**src/rtl/level_ctrl_if.sv**
```systemverilog
// VGA timing stream bundle shared by the renderer chain; the scene controller only needs vblnk.
interface vga_if;
    logic vblnk;

    modport in  (input  vblnk);
    modport out (output vblnk);
endinterface

```
**src/rtl/level_ctrl.sv**
```systemverilog
// Game-flow controller: picks the active scene renderer and blanks between scenes.
// Every scene switch is deferred to the rising edge of vblnk so no visible frame is torn.
module level_ctrl #(
    parameter int NUM_LEVELS   = 3,
    parameter int TRANS_FRAMES = 30
) (
    input  logic       clk,
    input  logic       rst,
    vga_if.in          vga_in,
    input  logic       start,
    input  logic       level_done,
    input  logic       player_dead,
    output logic [1:0] level_sel,
    output logic       blank_out,
    output logic       win,
    output logic       game_over,
    output logic [2:0] state_o,
    output logic [5:0] trans_cnt
);
    typedef enum logic [2:0] {
        TITLE = 3'd0,
        TRANS = 3'd1,
        PLAY  = 3'd2,
        WIN   = 3'd3,
        OVER  = 3'd4
    } state_e;

    localparam logic [1:0] LAST_LVL   = 2'(NUM_LEVELS);
    localparam logic [5:0] TRANS_LAST = 6'(TRANS_FRAMES - 1);

    state_e     state_q, state_d;
    logic [1:0] level_q, level_d;
    logic [1:0] next_lvl_q, next_lvl_d;
    logic [5:0] cnt_q, cnt_d;
    logic       pend_start_q, pend_start_d;
    logic       pend_done_q, pend_done_d;
    logic       pend_dead_q, pend_dead_d;
    logic       vblnk_q;
    logic       blank_q, win_q, over_q;

    logic fb, req_start, req_done, req_dead;

    assign fb        = vga_in.vblnk & ~vblnk_q;
    assign req_start = pend_start_q | start;
    assign req_done  = pend_done_q  | level_done;
    assign req_dead  = pend_dead_q  | player_dead;

    always_comb begin
        state_d    = state_q;
        level_d    = level_q;
        next_lvl_d = next_lvl_q;
        cnt_d      = cnt_q;
        // Requests live for one frame only: consumed or dropped at each boundary.
        pend_start_d = fb ? 1'b0 : req_start;
        pend_done_d  = fb ? 1'b0 : req_done;
        pend_dead_d  = fb ? 1'b0 : req_dead;

        case (state_q)
            TITLE: if (fb && req_start) begin
                state_d    = TRANS;
                next_lvl_d = 2'd1;
                cnt_d      = '0;
            end
            TRANS: if (fb) begin
                if (cnt_q == TRANS_LAST) begin
                    state_d = PLAY;
                    level_d = next_lvl_q;
                    cnt_d   = '0;
                end else begin
                    cnt_d = cnt_q + 6'd1;
                end
            end
            PLAY: if (fb) begin
                if (req_dead) begin
                    state_d = OVER;
                end else if (req_done) begin
                    if (level_q == LAST_LVL) begin
                        state_d = WIN;
                    end else begin
                        state_d    = TRANS;
                        next_lvl_d = level_q + 2'd1;
                        cnt_d      = '0;
                    end
                end
            end
            WIN, OVER: if (fb && req_start) begin
                state_d = TITLE;
                level_d = '0;
            end
            default: begin
                state_d = TITLE;
                level_d = '0;
                cnt_d   = '0;
            end
        endcase
    end

    always_ff @(posedge clk or negedge rst) begin
        if (!rst) begin
            state_q      <= TITLE;
            level_q      <= '0;
            next_lvl_q   <= '0;
            cnt_q        <= '0;
            pend_start_q <= 1'b0;
            pend_done_q  <= 1'b0;
            pend_dead_q  <= 1'b0;
            // Starts high so a vblnk already asserted at release is not seen as a boundary.
            vblnk_q      <= 1'b1;
            blank_q      <= 1'b0;
            win_q        <= 1'b0;
            over_q       <= 1'b0;
        end else begin
            state_q      <= state_d;
            level_q      <= level_d;
            next_lvl_q   <= next_lvl_d;
            cnt_q        <= cnt_d;
            pend_start_q <= pend_start_d;
            pend_done_q  <= pend_done_d;
            pend_dead_q  <= pend_dead_d;
            vblnk_q      <= vga_in.vblnk;
            blank_q      <= (state_d == TRANS);
            win_q        <= (state_d == WIN);
            over_q       <= (state_d == OVER);
        end
    end

    assign state_o   = state_q;
    assign level_sel = level_q;
    assign trans_cnt = cnt_q;
    assign blank_out = blank_q;
    assign win       = win_q;
    assign game_over = over_q;
endmodule
```
**src/flat_wrapper.sv**
```systemverilog
// flat-port wrapper written by rule: the top's interface ports become plain ports
module level_ctrl_flat 
#(
    parameter int NUM_LEVELS   = 3,
    parameter int TRANS_FRAMES = 30
)
  (clk, rst, start, level_done, player_dead, level_sel, blank_out, win, game_over, state_o, trans_cnt, vga_in_vblnk);
  vga_if vga_in_i ();
  input  logic clk;
  input  logic rst;
  input  logic start;
  input  logic level_done;
  input  logic player_dead;
  output logic [1:0] level_sel;
  output logic blank_out;
  output logic win;
  output logic game_over;
  output logic [2:0] state_o;
  output logic [5:0] trans_cnt;
  input wire logic [$bits(vga_in_i.vblnk)-1:0] vga_in_vblnk;
  assign vga_in_i.vblnk = vga_in_vblnk;
  level_ctrl #(.NUM_LEVELS(NUM_LEVELS), .TRANS_FRAMES(TRANS_FRAMES)) u_core (.clk(clk), .rst(rst), .vga_in(vga_in_i), .start(start), .level_done(level_done), .player_dead(player_dead), .level_sel(level_sel), .blank_out(blank_out), .win(win), .game_over(game_over), .state_o(state_o), .trans_cnt(trans_cnt));
endmodule
```
**config.mk**
```make
export PLATFORM = sky130hd
export DESIGN_NAME = level_ctrl_flat
export DESIGN_NICKNAME = d
export VERILOG_FILES = /design/src/rtl/level_ctrl_if.sv /design/src/rtl/level_ctrl.sv /design/src/flat_wrapper.sv
export SDC_FILE = /design/constraint.sdc
export NUM_CORES = 1
export LEC_CHECK = 0
export ABC_CLOCK_PERIOD_IN_PS = 1700
export CAP_MARGIN = 20
export CELL_PAD_IN_SITES_DETAIL_PLACEMENT = 0
export CELL_PAD_IN_SITES_GLOBAL_PLACEMENT = 2
export CORE_MARGIN = 1
export CORE_UTILIZATION = 29
export DETAILED_ROUTE_END_ITERATION = 7
export PLACE_DENSITY_LB_ADDON = 0.1
export SLEW_MARGIN = 10
export SYNTH_ARGS = -nofsm -noshare
export SYNTH_HDL_FRONTEND = slang
export SYNTH_SLANG_ARGS = --single-unit
```
**constraint.sdc**
```tcl
create_clock -name clk -period 1.7 [get_ports clk]
set_clock_uncertainty 0.1 [all_clocks]
set_input_delay 0.51 -clock clk [delete_from_list [all_inputs] [get_ports clk]]
set_output_delay 0.51 -clock clk [all_outputs]
set_load 0.01 [all_outputs]
```
==> impl_metrics.toml <==
[synth]
synth_nets = 121
synth_top_family_by_area = "simple AND/OR/NAND/NOR gates"
synth_fa_ha_area_share_pct = 3.293
netlist.area_leader.share_pct = 41.71
synth_area_leaders = "dfrtp_1, nand2_1, nor2_1"
synth_area_um2 = 1140
synthXorXnorAreaFrac_pct = 0
ys_types = 42
synth.largest_area_cell = "dfrtp_1"
synth_cells = 112
synth_seq_area_share_pct = 44.02
synthSimpleGateAreaFrac_pct = 25.25
synth-seq-cells = 20
syn_avg_cell_area_um2 = 10.18
synth_compound_area_share_pct = 21.41
yosys_warnings = 0
synth.area.mux_share_pct = 2.854

[grt]
gr-total-overflow = 0
met2_usage_pct = 23.55
grt_max_degree = 12
grt_pass1_wl_mm = 4.857
top_usage_layer = "met2"
grt_antenna_before_repair = 0
use_met1_pct = 20.74
grtUsageTotal_pct = 15.47
grt_pass1_vias = 1025
grt_use_met3_pct = 4.754

[layout]
finalInstanceArea_um2 = 1747
drive_gt1_share_pct = 44.05
antenna_cells = 0
mostFrequentLayoutCells = "buf_4, dfrtp_1, dlygate4sd2_1"
fin_util_pct = 47.00
synthToLayoutAreaGrowth_pct = 53.24
nets = 178
layout_commonest_cell = "buf_4"
fillers = 382

[route]
vias = 1047
ant_nets = 0
drc = 0
initialDrtViolationCount = 18
wl_per_cell_um = 13.50
vias_per_cell = 4.847
drt_wl_total_mm = 2.916
first_pass_iters = 4

[floorplanning]
ioPinCount = 20
die_y_um = 64.70
die_w_um = 64.70
initial_utilization_pct = 30.67
core-area_um2 = 3716
rows = 22
die_area_um2 = 4185

[placed_design]
dp_slack_ns = -0.5456
gp_congestion = 0.7727
dp_hpwl_mm = 2.163
dpl_cell_area_um2 = 1533
io_buffers = 19

[sta]
max_freq_mhz = 572.8
drv_slew = 0
rsz0062_at_grt = "yes"
setup_tns_ns = -0.04591
max_slew_margin_pct = 75.94
fin_ws_ns = -0.04591
worst_pin_slew_ns = 0.3598
finalCritPeriodShare_pct = 102.7
fin_crit_ns = 1.746
final-hold-violation-count = 0
setup_violations = 1

[setup_path]
critPathBufInv = 3
start_kind = "register"
crit_required_ns = 1.75
critPathKind = "register to register"
path_cells = "buf_6 > ha_2 > nand2b_4 > o211ai_2 > nor2_1 > buf_4 > buf_4 > mux2_4"
end_kind = "register"
crit_family = "buffers and inverters"
cp_slowest_cell = "dfrtp_1"
cp_max_fo = 4
cpMostUsedCell = "buf_4"
cpPeakStageDelay_ns = 0.37
critPathArrivalTime_ns = 1.80

[power_and_ir_drop]
cellLeakagePower_uw = 0.0008363
vdd_drop_max_mv = 0.4164
power_density_nw_per_um2 = 839.5

[run]
cap_viol_max_count = 0

[clocking]
clockBufferDepth = 2
cts_inserted_buffers = 3
tritoncts = "done"
clkSinkCount = 20
worstSkewPairLatency_ns = 0.26
root_buffer = "clkbuf_8"
clkTransAtPathRegs_ns = 0.08
cts_max_level = 1

[run_status]
violations = "setup timing"
status = "finished with violations"

[hold_path]
min_path_type = "register to register"
## routing by layer
layer / wire length, um / up-vias
met5: 0 / -
met4: 36 / 0
met3: 113 / 4
met2: 1350 / 18
met1: 1416 / 508
li1: - / 517
## flip-flops by register name, indices dropped and copies added, names as in the netlist
signal and cells:
u_core.vblnk_q 1, u_core.pend_start_q 1, u_core.win 1, u_core.game_over 1, u_core.next_lvl_q 2, u_core.state_o 3
u_core.level_sel 2, u_core.pend_done_q 1, u_core.pend_dead_q 1, u_core.trans_cnt 6, u_core.blank_out 1
## cell families after synthesis
logic type	after synthesis
buffers and inverters	5
muxes	3
adders and majority gates	3
and+or+nand+nor	53
AOI/OAI and AO/OA	28
DFF	20
## timing repair
item                                    4_1_cts  5_1_grt
endpoints found under the hold margin         0        0
hold buffers                                  0        0
endpoints found under the setup margin       30       12
buffers inserted                              9        6
resized for setup                            29       13
pin swaps                                     5        4
## synth_stat cells (all sizes together)
master,n
mux2i,1
o41ai,2
inv,1
and3b,1
nand2,13
a22oi,1
buf,4
a41oi,2
o21ai,6
nor3b,2
o22ai,1
o21bai,1
a211o,1
nor3,1
dfrtp,19
o221ai,1
or2,4
nor4,2
dfstp,1
a21oi,6
mux2,2
nor2,15
and3,1
o31ai,1
a31oi,2
and2b,1
nand3,5
nor2b,3
ha,3
nand2b,4
o211a,1
o211ai,2
a21boi,1
nand3b,1
## stage by stage
stage	hold WS [ns]	cells	power, uW
2_1_floorplan	0.1144	112	794.1
3_3_place_gp	0.3571	198	1029
3_5_place_dp	0.3571	198	1029
4_1_cts	0.3763	210	1433
5_1_grt	0.3988	216	1564
6_report	0.3698	216	1466
## worst paths after layout
check,slack (ns),depth (start not counted),startpoint,end
setup / recovery,-0.05,8,u_core.trans_cnt[0],u_core.trans_cnt[0]
max in group asynchronous,0.62,2,rst,u_core.trans_cnt[3]
hold reg to reg,0.37,2,u_core.next_lvl_q[1],u_core.level_sel[1]
min in group asynchronous,0.42,1,rst,u_core.pend_start_q
setup reg to reg,-0.05,8,u_core.trans_cnt[0],u_core.trans_cnt[0]
hold / removal,0.37,2,u_core.next_lvl_q[1],u_core.level_sel[1]
## report_power, final
group / internal (uW) / switching, uW / total [uW] / leakage (uW)
Sequential: 539 / 39.4 / 579 / 0.000246
Combinational: 269 / 249 / 518 / 0.000562
Clock: 206 / 163 / 369 / 0.0000288
Total: 1020 / 451 / 1470 / 0.000836
## area by class of cell
| cell class | count | area, um^2 | area share, % |
|---|---|---|---|
| flip-flops and latches | 20 | 504.2 | 28.87 |
| multi-input cells | 87 | 675.6 | 38.68 |
| repair buffers | 56 | 447.9 | 25.64 |
| clock buffers | 4 | 55.05 | 3.152 |
| well taps | 48 | 60.06 | 3.438 |
| inverters | 1 | 3.754 | 0.2149 |
## worst register-to-register path: cells and delay by family (launching register included)
kind	cells	cell delay, ns
mux	1	0.26
buf+inv	3	0.39
compound gates	1	0.19
simple gates	2	0.15
fa+ha+maj	1	0.19
flops	1	0.37
No activity file was read; power rests on OpenSTA's default activity.
